`src/rtl/dac_spi_streamer.sv`:
```
// rtl/dac_spi_streamer.sv - samples the mixer word at the audio rate and ships it as a 16-bit SPI frame to a 12-bit DAC
module dac_spi_streamer #(
    parameter int         CLK_DIV    = 1,
    parameter int         SAMPLE_DIV = 50,
    parameter logic [3:0] PD_BITS    = 4'b0000
) (
    input  logic        clk,
    input  logic        rst_n,
    input  logic        enable,
    input  logic        clr_ovr,
    input  logic [15:0] sig,
    output logic        dac_sclk,
    output logic        dac_sync_n,
    output logic        dac_din,
    output logic        busy,
    output logic        frame_done,
    output logic        overrun
);

    localparam int TW = $clog2(SAMPLE_DIV);

    typedef enum logic [1:0] {IDLE, SHIFT, STOP} state_t;

    state_t        r_state, w_state_nxt;
    logic [TW-1:0] r_tick_cnt;
    logic          w_tick;
    logic [7:0]    r_half_cnt, w_half_cnt_nxt;
    logic          w_half_last;
    logic [3:0]    r_bit_cnt, w_bit_cnt_nxt;
    logic [15:0]   r_shift, w_shift_nxt;
    logic          r_sclk, w_sclk_nxt;
    logic          r_sync_n, w_sync_n_nxt;
    logic          r_din, w_din_nxt;
    logic          r_busy, w_busy_nxt;
    logic          r_done, w_done_nxt;
    logic          r_ovr, w_ovr_nxt;
    logic          w_unused_lsbs;

    // The DAC only takes 12 bits; the low nibble is truncated, not rounded.
    assign w_unused_lsbs = &{1'b0, sig[3:0]};

    assign w_tick      = enable && (r_tick_cnt == TW'(SAMPLE_DIV - 1));
    assign w_half_last = (r_half_cnt == 8'(CLK_DIV - 1));

    always_ff @(posedge clk or negedge rst_n) begin
        if (!rst_n) begin
            r_tick_cnt <= '0;
        end else if (!enable || w_tick) begin
            r_tick_cnt <= '0;
        end else begin
            r_tick_cnt <= r_tick_cnt + TW'(1);
        end
    end

    always_ff @(posedge clk or negedge rst_n) begin
        if (!rst_n) begin
            r_state    <= IDLE;
            r_half_cnt <= 8'd0;
            r_bit_cnt  <= 4'd0;
            r_shift    <= 16'd0;
            r_sclk     <= 1'b1;
            r_sync_n   <= 1'b1;
            r_din      <= 1'b0;
            r_busy     <= 1'b0;
            r_done     <= 1'b0;
            r_ovr      <= 1'b0;
        end else begin
            r_state    <= w_state_nxt;
            r_half_cnt <= w_half_cnt_nxt;
            r_bit_cnt  <= w_bit_cnt_nxt;
            r_shift    <= w_shift_nxt;
            r_sclk     <= w_sclk_nxt;
            r_sync_n   <= w_sync_n_nxt;
            r_din      <= w_din_nxt;
            r_busy     <= w_busy_nxt;
            r_done     <= w_done_nxt;
            r_ovr      <= w_ovr_nxt;
        end
    end

    always_comb begin
        w_state_nxt    = r_state;
        w_half_cnt_nxt = r_half_cnt;
        w_bit_cnt_nxt  = r_bit_cnt;
        w_shift_nxt    = r_shift;
        w_sclk_nxt     = r_sclk;
        w_sync_n_nxt   = r_sync_n;
        w_din_nxt      = r_din;
        w_busy_nxt     = r_busy;
        w_done_nxt     = 1'b0;

        // A colliding tick beats a simultaneous clear.
        if (w_tick && (r_state != IDLE)) begin
            w_ovr_nxt = 1'b1;
        end else if (clr_ovr) begin
            w_ovr_nxt = 1'b0;
        end else begin
            w_ovr_nxt = r_ovr;
        end

        case (r_state)
            IDLE: begin
                if (w_tick) begin
                    w_shift_nxt    = {PD_BITS, sig[15:4]};
                    w_din_nxt      = PD_BITS[3];
                    w_sync_n_nxt   = 1'b0;
                    w_sclk_nxt     = 1'b1;
                    w_busy_nxt     = 1'b1;
                    w_bit_cnt_nxt  = 4'd0;
                    w_half_cnt_nxt = 8'd0;
                    w_state_nxt    = SHIFT;
                end
            end
            SHIFT: begin
                if (w_half_last) begin
                    w_half_cnt_nxt = 8'd0;
                    w_sclk_nxt     = ~r_sclk;
                    // Data only moves on the rising edge so it straddles each falling edge.
                    if (!r_sclk) begin
                        if (r_bit_cnt == 4'd15) begin
                            w_state_nxt = STOP;
                        end else begin
                            w_bit_cnt_nxt = r_bit_cnt + 4'd1;
                            w_shift_nxt   = {r_shift[14:0], 1'b0};
                            w_din_nxt     = r_shift[14];
                        end
                    end
                end else begin
                    w_half_cnt_nxt = r_half_cnt + 8'd1;
                end
            end
            STOP: begin
                // Single-clock trailer keeps a frame at 32*CLK_DIV+1 clocks.
                w_sync_n_nxt = 1'b1;
                w_busy_nxt   = 1'b0;
                w_done_nxt   = 1'b1;
                w_din_nxt    = 1'b0;
                w_state_nxt  = IDLE;
            end
            default: begin
                w_state_nxt = IDLE;
            end
        endcase
    end

    assign dac_sclk   = r_sclk;
    assign dac_sync_n = r_sync_n;
    assign dac_din    = r_din;
    assign busy       = r_busy;
    assign frame_done = r_done;
    assign overrun    = r_ovr;

endmodule

```
`config.mk`:
```
export PLATFORM = sky130hd
export DESIGN_NAME = dac_spi_streamer
export DESIGN_NICKNAME = d
export VERILOG_FILES = /design/src/rtl/dac_spi_streamer.sv
export SDC_FILE = /design/constraint.sdc
export NUM_CORES = 1
export LEC_CHECK = 0
export CORE_ASPECT_RATIO = 1.4
export CORE_MARGIN = 5
export CORE_UTILIZATION = 45
export CTS_BUF_LIST = sky130_fd_sc_hd__clkbuf_8
export CTS_CLUSTER_SIZE = 20
export DETAILED_ROUTE_END_ITERATION = 10
export GPL_TIMING_DRIVEN = 1
export PLACE_DENSITY = 0.71
export SYNTH_ARGS = -nofsm -noshare
export SYNTH_HDL_FRONTEND = slang
export SYNTH_SLANG_ARGS = --single-unit
```
`constraint.sdc`:
```
create_clock -name clk -period 2.16 [get_ports clk]
set_clock_uncertainty 0.15 [all_clocks]
set_input_delay 0.648 -clock clk [delete_from_list [all_inputs] [get_ports clk]]
set_output_delay 0.648 -clock clk [all_outputs]
set_load 0.02 [all_outputs]
```
Yosys cells after proc, flatten, opt, wreduce, memory -nomap -nowiden
Index checks and enable logic that the tools add are counted.
{"block": "totals", "ff_bits": 41, "inputBits": 20, "word_cells": 73}
{"block": "classes", "n_addsub": 3, "eq_ne": 9, "mux": 32, "bitwise_logic": 1, "n_reduce_logical": 17}
{"cell": "2-to-1 mux 15 bit", "count": 4}
{"cell": "one-hot mux 15 bit (2 select lines)", "count": 1}
{"cell": "2-to-1 mux 4 bit", "count": 4}
{"cell": "2-to-1 mux 8 bit", "count": 2}
{"cell": "one-hot mux 8 bit (2 select lines)", "count": 1}
{"cell": "inequality test 2 bit, second input constant", "count": 5}
{"cell": "AND reduction 5 bit", "count": 2}
{"cell": "2-to-1 mux 1 bit", "count": 9}
{"cell": "adder 8 x 1 -> 8 bit, second input constant", "count": 1}
{"cell": "zero test 8 bit", "count": 1}
{"cell": "2-to-1 mux 2 bit", "count": 4}
{"cell": "one-hot mux 4 bit (2 select lines)", "count": 1}
{"cell": "nonzero test 2 bit", "count": 4}
{"cell": "adder 6 x 1 -> 6 bit, second input constant", "count": 1}
{"cell": "equality test 6 bit, second input constant", "count": 1}
{"cell": "2-to-1 mux 6 bit", "count": 1}
{"cell": "one-hot mux 1 bit (2 select lines)", "count": 3}
{"cell": "adder 4 x 1 -> 4 bit, second input constant", "count": 1}
{"cell": "equality test 4 bit, second input constant", "count": 1}
{"cell": "one-hot mux 2 bit (2 select lines)", "count": 1}
{"cell": "AND reduction 2 bit", "count": 2}
{"cell": "AND reduction 4 bit", "count": 1}
{"cell": "one-hot mux 1 bit (3 select lines)", "count": 1}
{"cell": "AND reduction 3 bit", "count": 1}
{"cell": "other kinds (8)", "count": 9}

Depth between registers and ports, before layout
Gate-level depths: netlist of the first run.
{"block": "depth", "ltp_word": 5, "mapped_depth": 8, "mapped_depth_nobuf": 6}

Worst setup path before layout of the first run
OpenSTA, ideal clock, no wires.
{"block": "synth_path", "path_type": "reg2reg", "start": "register r_half_cnt[0]", "end": "register r_bit_cnt[0]", "setup_time_ns": 0.125, "arrival_ns": 1.582, "slack_ns": 0.304, "path_stages_with_launch": 8, "path_cell_list": "dfrtp_1 -> inv_1 -> ha_1 -> nor4b_4 -> nand4_2 -> and2_1 -> buf_6 -> mux2_2"}
{"block": "synth_via", "elab_chain_len": 3}
{"item": "from (decl)", "line": "27", "text": "logic [7:0] r_half_cnt, w_half_cnt_nxt;"}
{"item": "from (signal assigned)", "line": "69", "text": "r_half_cnt <= w_half_cnt_nxt;"}
{"item": "zero test 8 bit", "line": "43", "text": "assign w_half_last = (r_half_cnt == 8'(CLK_DIV - 1));"}
{"item": "inequality test 2 bit (no line)"}
{"item": "AND reduction 5 bit (no line)"}
{"item": "to (signal assigned)", "line": "70", "text": "r_bit_cnt <= w_bit_cnt_nxt;"}
{"item": "to (decl)", "line": "29", "text": "logic [3:0] r_bit_cnt, w_bit_cnt_nxt;"}
Every way passes these cells.
A chain may end at the register's enable or synchronous reset.

Worst setup path in the final report of the first run
{"block": "layout_path", "start": "register r_din (netlist: dac_din)", "end": "output dac_din"}
{"item": "from (decl)", "line": "33", "text": "logic r_din, w_din_nxt;"}
{"item": "from (signal assigned)", "line": "74", "text": "r_din <= w_din_nxt;"}
{"item": "to (decl)", "line": "14", "text": "output logic dac_din,"}
No word-level cell between the ends.

==> impl_metrics.json, run 1 <==
{
  "coreArea_um2": 4500,
  "powerDensity_nw_per_um2": 581,
  "cts-htree-levels": 2,
  "ys_seq_elements": 41,
  "yosysTopAreaCell": "dfrtp_1",
  "ant_nets": 0,
  "design_area_um2": 2530,
  "finalWorstSetupSlack_ps": 67.7,
  "max_freq_mhz": 478,
  "vias": 1566,
  "initial_core_util": 0.460,
  "critical_path_class": "reg -> out",
  "synthDistinctLibCells": 44,
  "detail_route.wl_per_cell_um": 14.0,
  "overflow": 0,
  "setup_viol": 0,
  "dp_hpwl_um": 2900,
  "peakVddDrop_uv": 412,
  "path_cells": "clkdlybuf4s50_1",
  "required_ps": 1360,
  "layout.nets": 253,
  "cts_buffers": 5,
  "clock_latency_ps": 300,
  "dieArea_um2": 6070,
  "grt.met3_usage": 0.0449,
  "area_delta_synth_final_pct": 22.5,
  "min-delay-path-class": "in -> async",
  "clock-sinks": 41,
  "slew_headroom": 0.670,
  "pre_cts_ws_ps": -35.4,
  "wl_um": 4060,
  "ys.flop_type": "dfrtp_1",
  "fin_crit_sh": 0.969,
  "synth_top_area_frac": 0.472,
  "n_antenna_cell": 0,
  "synth_warnings": 0,
  "status": "finished clean",
  "async_flop_share": 1.00,
  "netlist_instances": 192,
  "critPathTopFamily": "buffers and inverters",
  "report.final.slew_viol_count": 0,
  "antenna_found_initial": 0,
  "end_kind": "primary output",
  "ctsHoldBuffers": 0,
  "grt_util_met1": 0.193,
  "cp_max_fo": 3,
  "gr-max-usage-layer": "met2",
  "met2_usage": 0.229,
  "fp.dieH_um": 90.2,
  "clk_path_buf_depth": 2,
  "grt_usage": 0.151,
  "first_pass_iters": 4,
  "synth_edf_count": 0,
  "clk_pin_slew_ps": 80,
  "tritoncts": "yes",
  "cp.arrival_ps": 1290,
  "synthesis.nets": 217,
  "cts_root_buf": "clkbuf_8",
  "dpl-instance-area_um2": 2410,
  "cpMaxStageDelayCell": "clkdlybuf4s50_1",
  "drtIter0Drc": 159,
  "rsz0062_at_grt": "no",
  "place.gp.congestion": 0.885,
  "crit_path_start_kind": "register",
  "grt_max_degree": 42,
  "grt_pass1_vias": 1581,
  "die_w_um": 67.3,
  "grt_pass1_wl_um": 7160,
  "synthesis.area_um2": 2070,
  "fin_crit_ps": 2090,
  "cpPeakStageDelay_ps": 610,
  "critPathBufInv": 1,
  "worst-slew-pin-transition_ps": 495,
  "ioPinCount": 26,
  "drc_errors": 0,
  "port_buffers": 21,
  "vias_per_cell": 5.38,
  "final_common_cell": "dfrtp_1",
  "synth-seq-area-share": 0.497,
  "synth.area.top_cells": "dfrtp_1, mux2i_1, nand3_1, o21ai_2, ha_1",
  "avgSynthCellArea_um2": 10.8,
  "hold_viol_final": 0,
  "drv_cap": 0,
  "fp-row-count": 29,
  "final_cell_mix": "dfrtp_1, nand3_1, clkdlybuf4s50_1",
  "p_leak_nw": 1.08,
  "drive_gt1_frac": 0.201
}
-- what timing repair did --
item                                    CTS  global route
setup buffers                             0             2
resized for setup                         2             0
hold endpoints to repair                  0             0
endpoints found under the setup margin    2             2
-- state kept, by name, indices dropped and copies added, names as in the netlist --
| signal | cells |
|---|---|
| busy | 1 |
| dac_din | 1 |
| dac_sclk | 1 |
| dac_sync_n | 1 |
| frame_done | 1 |
| overrun | 1 |
| r_bit_cnt | 4 |
| r_half_cnt | 8 |
| r_shift | 15 |
| r_state | 2 |
| r_tick_cnt | 6 |
-- through the flow --
step	setup TNS [ps]	hold slack [ps]	power [mW]	std cells	util
floorplan	0	202	0.833	192	-
global placement	-159	334	0.881	281	0.536
detailed placement	-60.7	332	0.882	281	0.536
CTS	0	268	1.49	289	0.560
global route	0	286	1.54	291	0.563
finish	0	244	1.47	291	0.563
-- synthesized netlist by cell type, types with 2 or more instances --
master,count
nand4_1,3
a211o_1,2
nor2_1,15
dfstp_2,2
and3_1,3
o21ai_0,6
a31oi_1,4
mux2_2,2
xnor2_1,4
nor3b_1,2
and2_1,2
nand2_1,7
nor3_1,3
a21o_1,2
dfrtp_1,39
a22o_1,5
nand3_1,22
buf_6,2
xor2_1,2
nor2b_1,2
a2bb2oi_1,2
inv_1,7
mux2i_1,12
o21ai_2,10
ha_1,5
clkbuf_1,5
or2_2,2
o2bb2ai_1,2
nand2b_1,3
-- final timing paths --
kind,startpoint,endpoint,slack [ps],depth (start not counted)
setup / recovery,dac_din,dac_din,70,1
hold / removal,rst_n,r_tick_cnt[0],240,2
setup reg to reg,r_half_cnt[0],r_shift[1],170,7
hold reg to reg,r_tick_cnt[0],r_tick_cnt[0],350,1
max in group asynchronous,rst_n,dac_sclk,1250,2
min in group clk,r_tick_cnt[0],r_tick_cnt[0],350,1
-- worst reg2reg max path, delay by kind of cell, from the launching register on --
kind                       cells  cell delay, ps
AOI/OAI and AO/OA              1             160
adders and majority gates      1             160
DFF                            1             400
and+or+nand+nor                3             780
buffers and inverters          2             270
-- where the power goes --
| part | total, mW | switching (mW) | internal [mW] |
|---|---|---|---|
| logic | 0.0727 | 0.0333 | 0.0394 |
| registers | 0.792 | 0.0102 | 0.782 |
| clock network | 0.607 | 0.265 | 0.342 |
| total | 1.47 | 0.309 | 1.16 |
-- kinds of logic (layout without fill, tap and decap cells) --
| group | after synthesis | after routing | synth area share |
|---|---|---|---|
| AND/OR/NAND/NOR | 72 | 72 | 0.201 |
| flip-flops | 41 | 41 | 0.497 |
| AO/OA/AOI/OAI | 39 | 39 | 0.142 |
| buffers and inverters | 15 | 52 | 0.0351 |
| multiplexers | 14 | 14 | 0.0690 |
| XOR/XNOR | 6 | 6 | 0.0254 |
| adder cells (fa/ha/maj) | 5 | 5 | 0.0302 |
-- metal layers --
metal	vias to the layer above	wire (um)
li1	769	-
met1	754	1720
met2	33	2060
met3	10	176
met4	0	103
met5	-	0
-- layout make-up --
| class | instances | area (um^2) |
|---|---|---|
| clock inverters | 3 | 42.5 |
| fillers | 422 | 1970 |
| repair buffers | 37 | 323 |
| multi-input cells | 136 | 967 |
| flip-flops and latches | 41 | 1030 |
| inverters | 7 | 26.3 |
| well taps | 62 | 77.6 |
| clock buffers | 5 | 68.8 |
(Power assumes the default switching activity.)
==> inputs of run 2 (changes only) <==
--- a/config.mk
+++ b/config.mk
@@ -5,10 +5,11 @@
 export SDC_FILE = /design/constraint.sdc
 export NUM_CORES = 1
 export LEC_CHECK = 0
-export CORE_ASPECT_RATIO = 1.4
+export CORE_ASPECT_RATIO = 1.2
 export CORE_MARGIN = 5
 export CORE_UTILIZATION = 45
 export CTS_BUF_LIST = sky130_fd_sc_hd__clkbuf_8
+export CTS_CLUSTER_DIAMETER = 30
 export CTS_CLUSTER_SIZE = 20
 export DETAILED_ROUTE_END_ITERATION = 10
 export GPL_TIMING_DRIVEN = 1
==> run 2 against run 1 <==
- sequential cell count did not move
- final area fell by 1.6%
- register-to-register slack got worse by 50 ps
- critical path type unchanged
- largest cell class unchanged
- worst setup slack got worse by 2.8 ps
- largest power group unchanged
- die area fell by 0.22%
- maximum frequency fell by 0.13%
- sequential power barely moved
- routed wire length fell by 2.0%
- final cell count fell by 2.7%
==> impl_metrics.json, run 2 (synthesis results as in run 1) <==
{
  "status": "finished clean",
  "largest_reg_flops": 15,
  "fin_tns_setup_ps": 0,
  "multiInputGateArea_um2": 971,
  "area_delta_synth_final_pct": 20.6,
  "dpl-instance-area_um2": 2390,
  "drc_errors": 0,
  "grt_usage": 0.147,
  "p_leak_nw": 1.06,
  "path_cells": "clkdlybuf4s50_1",
  "rrSetupSlack_ps": 120,
  "ant_nets": 0,
  "clockPowerShare": 0.369,
  "fp.dieH_um": 84.3,
  "initial_core_util": 0.457,
  "cts_root_buf": "clkbuf_8",
  "cp_max_fo": 3,
  "coreArea_um2": 4530,
  "grt_max_degree": 22,
  "place.gp.congestion": 0.757,
  "cp.arrival_ps": 1300,
  "first_pass_iters": 4,
  "report.final.slew_viol_count": 0,
  "die_w_um": 71.9,
  "port_buffers": 21,
  "rr_worst_depth": 6,
  "cpPeakStageDelay_ps": 610,
  "seqCellArea_um2": 1030,
  "p_int_mw": 1.08,
  "grt_pass1_wl_um": 7190,
  "cp.depth": 1,
  "cpMaxStageDelayCell": "clkdlybuf4s50_1",
  "ioPinCount": 26,
  "cts-htree-levels": 2,
  "crit_path_start_kind": "register",
  "clock_latency_ps": 300,
  "p_sw_frac": 0.220,
  "registers.top_by_ff_count": "r_shift",
  "switching_power_mw": 0.303,
  "fin_crit_sh": 0.970,
  "tritoncts": "yes",
  "vias": 1511,
  "end_kind": "primary output",
  "n_antenna_cell": 0,
  "layout.nets": 249,
  "hold_viol_final": 0,
  "drtIter0Drc": 69,
  "critPathBufInv": 1,
  "clock-sinks": 41,
  "crit_end": "dac_din",
  "critPathTopFamily": "buffers and inverters",
  "detail_route.wl_per_cell_um": 14.1,
  "clk_pin_slew_ps": 80,
  "clk_path_buf_depth": 2,
  "required_ps": 1360,
  "dieArea_um2": 6060,
  "fin_crit_ps": 2100,
  "drv_cap": 0,
  "top_regs": "r_shift: 15 flops, r_half_cnt: 8 flops, r_tick_cnt: 6 flops",
  "nFillCells": 422,
  "crit_start": "dac_din",
  "max_freq_mhz": 477,
  "design_area_um2": 2490,
  "peakVddDrop_uv": 449,
  "cts_buffers": 5,
  "antenna_found_initial": 0,
  "setup_viol": 0,
  "r2r-start": "r_half_cnt[0]",
  "critical_path_class": "reg -> out",
  "fp-row-count": 27,
  "comb_power_share": 0.055,
  "slew_headroom": 0.667,
  "min-delay-path-class": "in -> async",
  "final_common_cell": "dfrtp_1",
  "powerDensity_nw_per_um2": 553,
  "r2r_end": "r_bit_cnt[0]",
  "overflow": 0,
  "dp_hpwl_um": 2950,
  "grt_pass1_vias": 1514,
  "drive_gt1_frac": 0.187,
  "vias_per_cell": 5.34,
  "wl_um": 3980,
  "p_seq_frac": 0.575,
  "worst-slew-pin-transition_ps": 500,
  "final_cell_mix": "dfrtp_1, nand3_1, clkdlybuf4s50_1"
}
## run 2: final cells by class
type                            count  share of cell area
Tap cell                           58              0.0291
Multi-Input combinational cell    136               0.389
Clock inverter                      2             0.00301
Clock buffer                        6              0.0331
Timing Repair Buffer               33               0.122
Inverter                            7              0.0105
Sequential cell                    41               0.412
## run 2: what timing repair did
item,4_1_cts,5_1_grt
setup endpoints to repair,2,2
resized for setup,2,1
endpoints found under the hold margin,0,0
hold buffers,0,0
buffers inserted,0,1
## run 2: how the worst min path moves through the flow
stage / startpoint / to / slack [ps] / depth (start not counted)
3_5_place_dp: r_shift[12] / r_shift[12] / 340 / 1
4_1_cts: rst_n / dac_din / 170 / 1
2_1_floorplan: rst_n / busy / 200 / 0
5_1_grt: rst_n / r_shift[7] / 200 / 1
3_3_place_gp: r_shift[13] / r_shift[13] / 330 / 1
6_report: rst_n / dac_din / 160 / 1
## run 2: routing by layer
layer	vias to the layer above	global-route usage	wire length, um
met4	0	0.0410	57
li1	762	-	-
met2	14	0.237	2000
met5	-	0	0
met3	7	0.0371	120
met1	728	0.197	1800
## run 2: stage by stage
stage	setup WS [ps]	std cells	util	power (mW)	hold WS, ps
2_1_floorplan	304	192	-	0.833	202
6_report	64.9	283	0.551	1.38	160
3_5_place_dp	-35.4	274	0.529	0.887	336
4_1_cts	51.9	282	0.548	1.40	170
3_3_place_gp	-29.7	274	0.529	0.885	333
5_1_grt	-6.58	283	0.551	1.44	198
## run 2: power groups by stage
stage	logic, mW	clock network (mW)	registers, mW
final	0.0763	0.509	0.792
after global routing	0.0873	0.555	0.795
after CTS	0.0790	0.526	0.792
after detailed placement	0.0792	0	0.807
after global placement	0.0782	0	0.807
after floorplan	0.0278	0	0.805
==> inputs of run 3 (changes only) <==
--- a/config.mk
+++ b/config.mk
@@ -5,12 +5,13 @@
 export SDC_FILE = /design/constraint.sdc
 export NUM_CORES = 1
 export LEC_CHECK = 0
+export CAP_MARGIN = 25
 export CORE_ASPECT_RATIO = 1.2
 export CORE_MARGIN = 5
 export CORE_UTILIZATION = 45
 export CTS_BUF_LIST = sky130_fd_sc_hd__clkbuf_8
 export CTS_CLUSTER_DIAMETER = 30
-export CTS_CLUSTER_SIZE = 20
+export CTS_CLUSTER_SIZE = 28
 export DETAILED_ROUTE_END_ITERATION = 10
 export GPL_TIMING_DRIVEN = 1
 export PLACE_DENSITY = 0.71
==> results of run 3 <==
Final layout, timing and power as in run 2 (identical DEF).
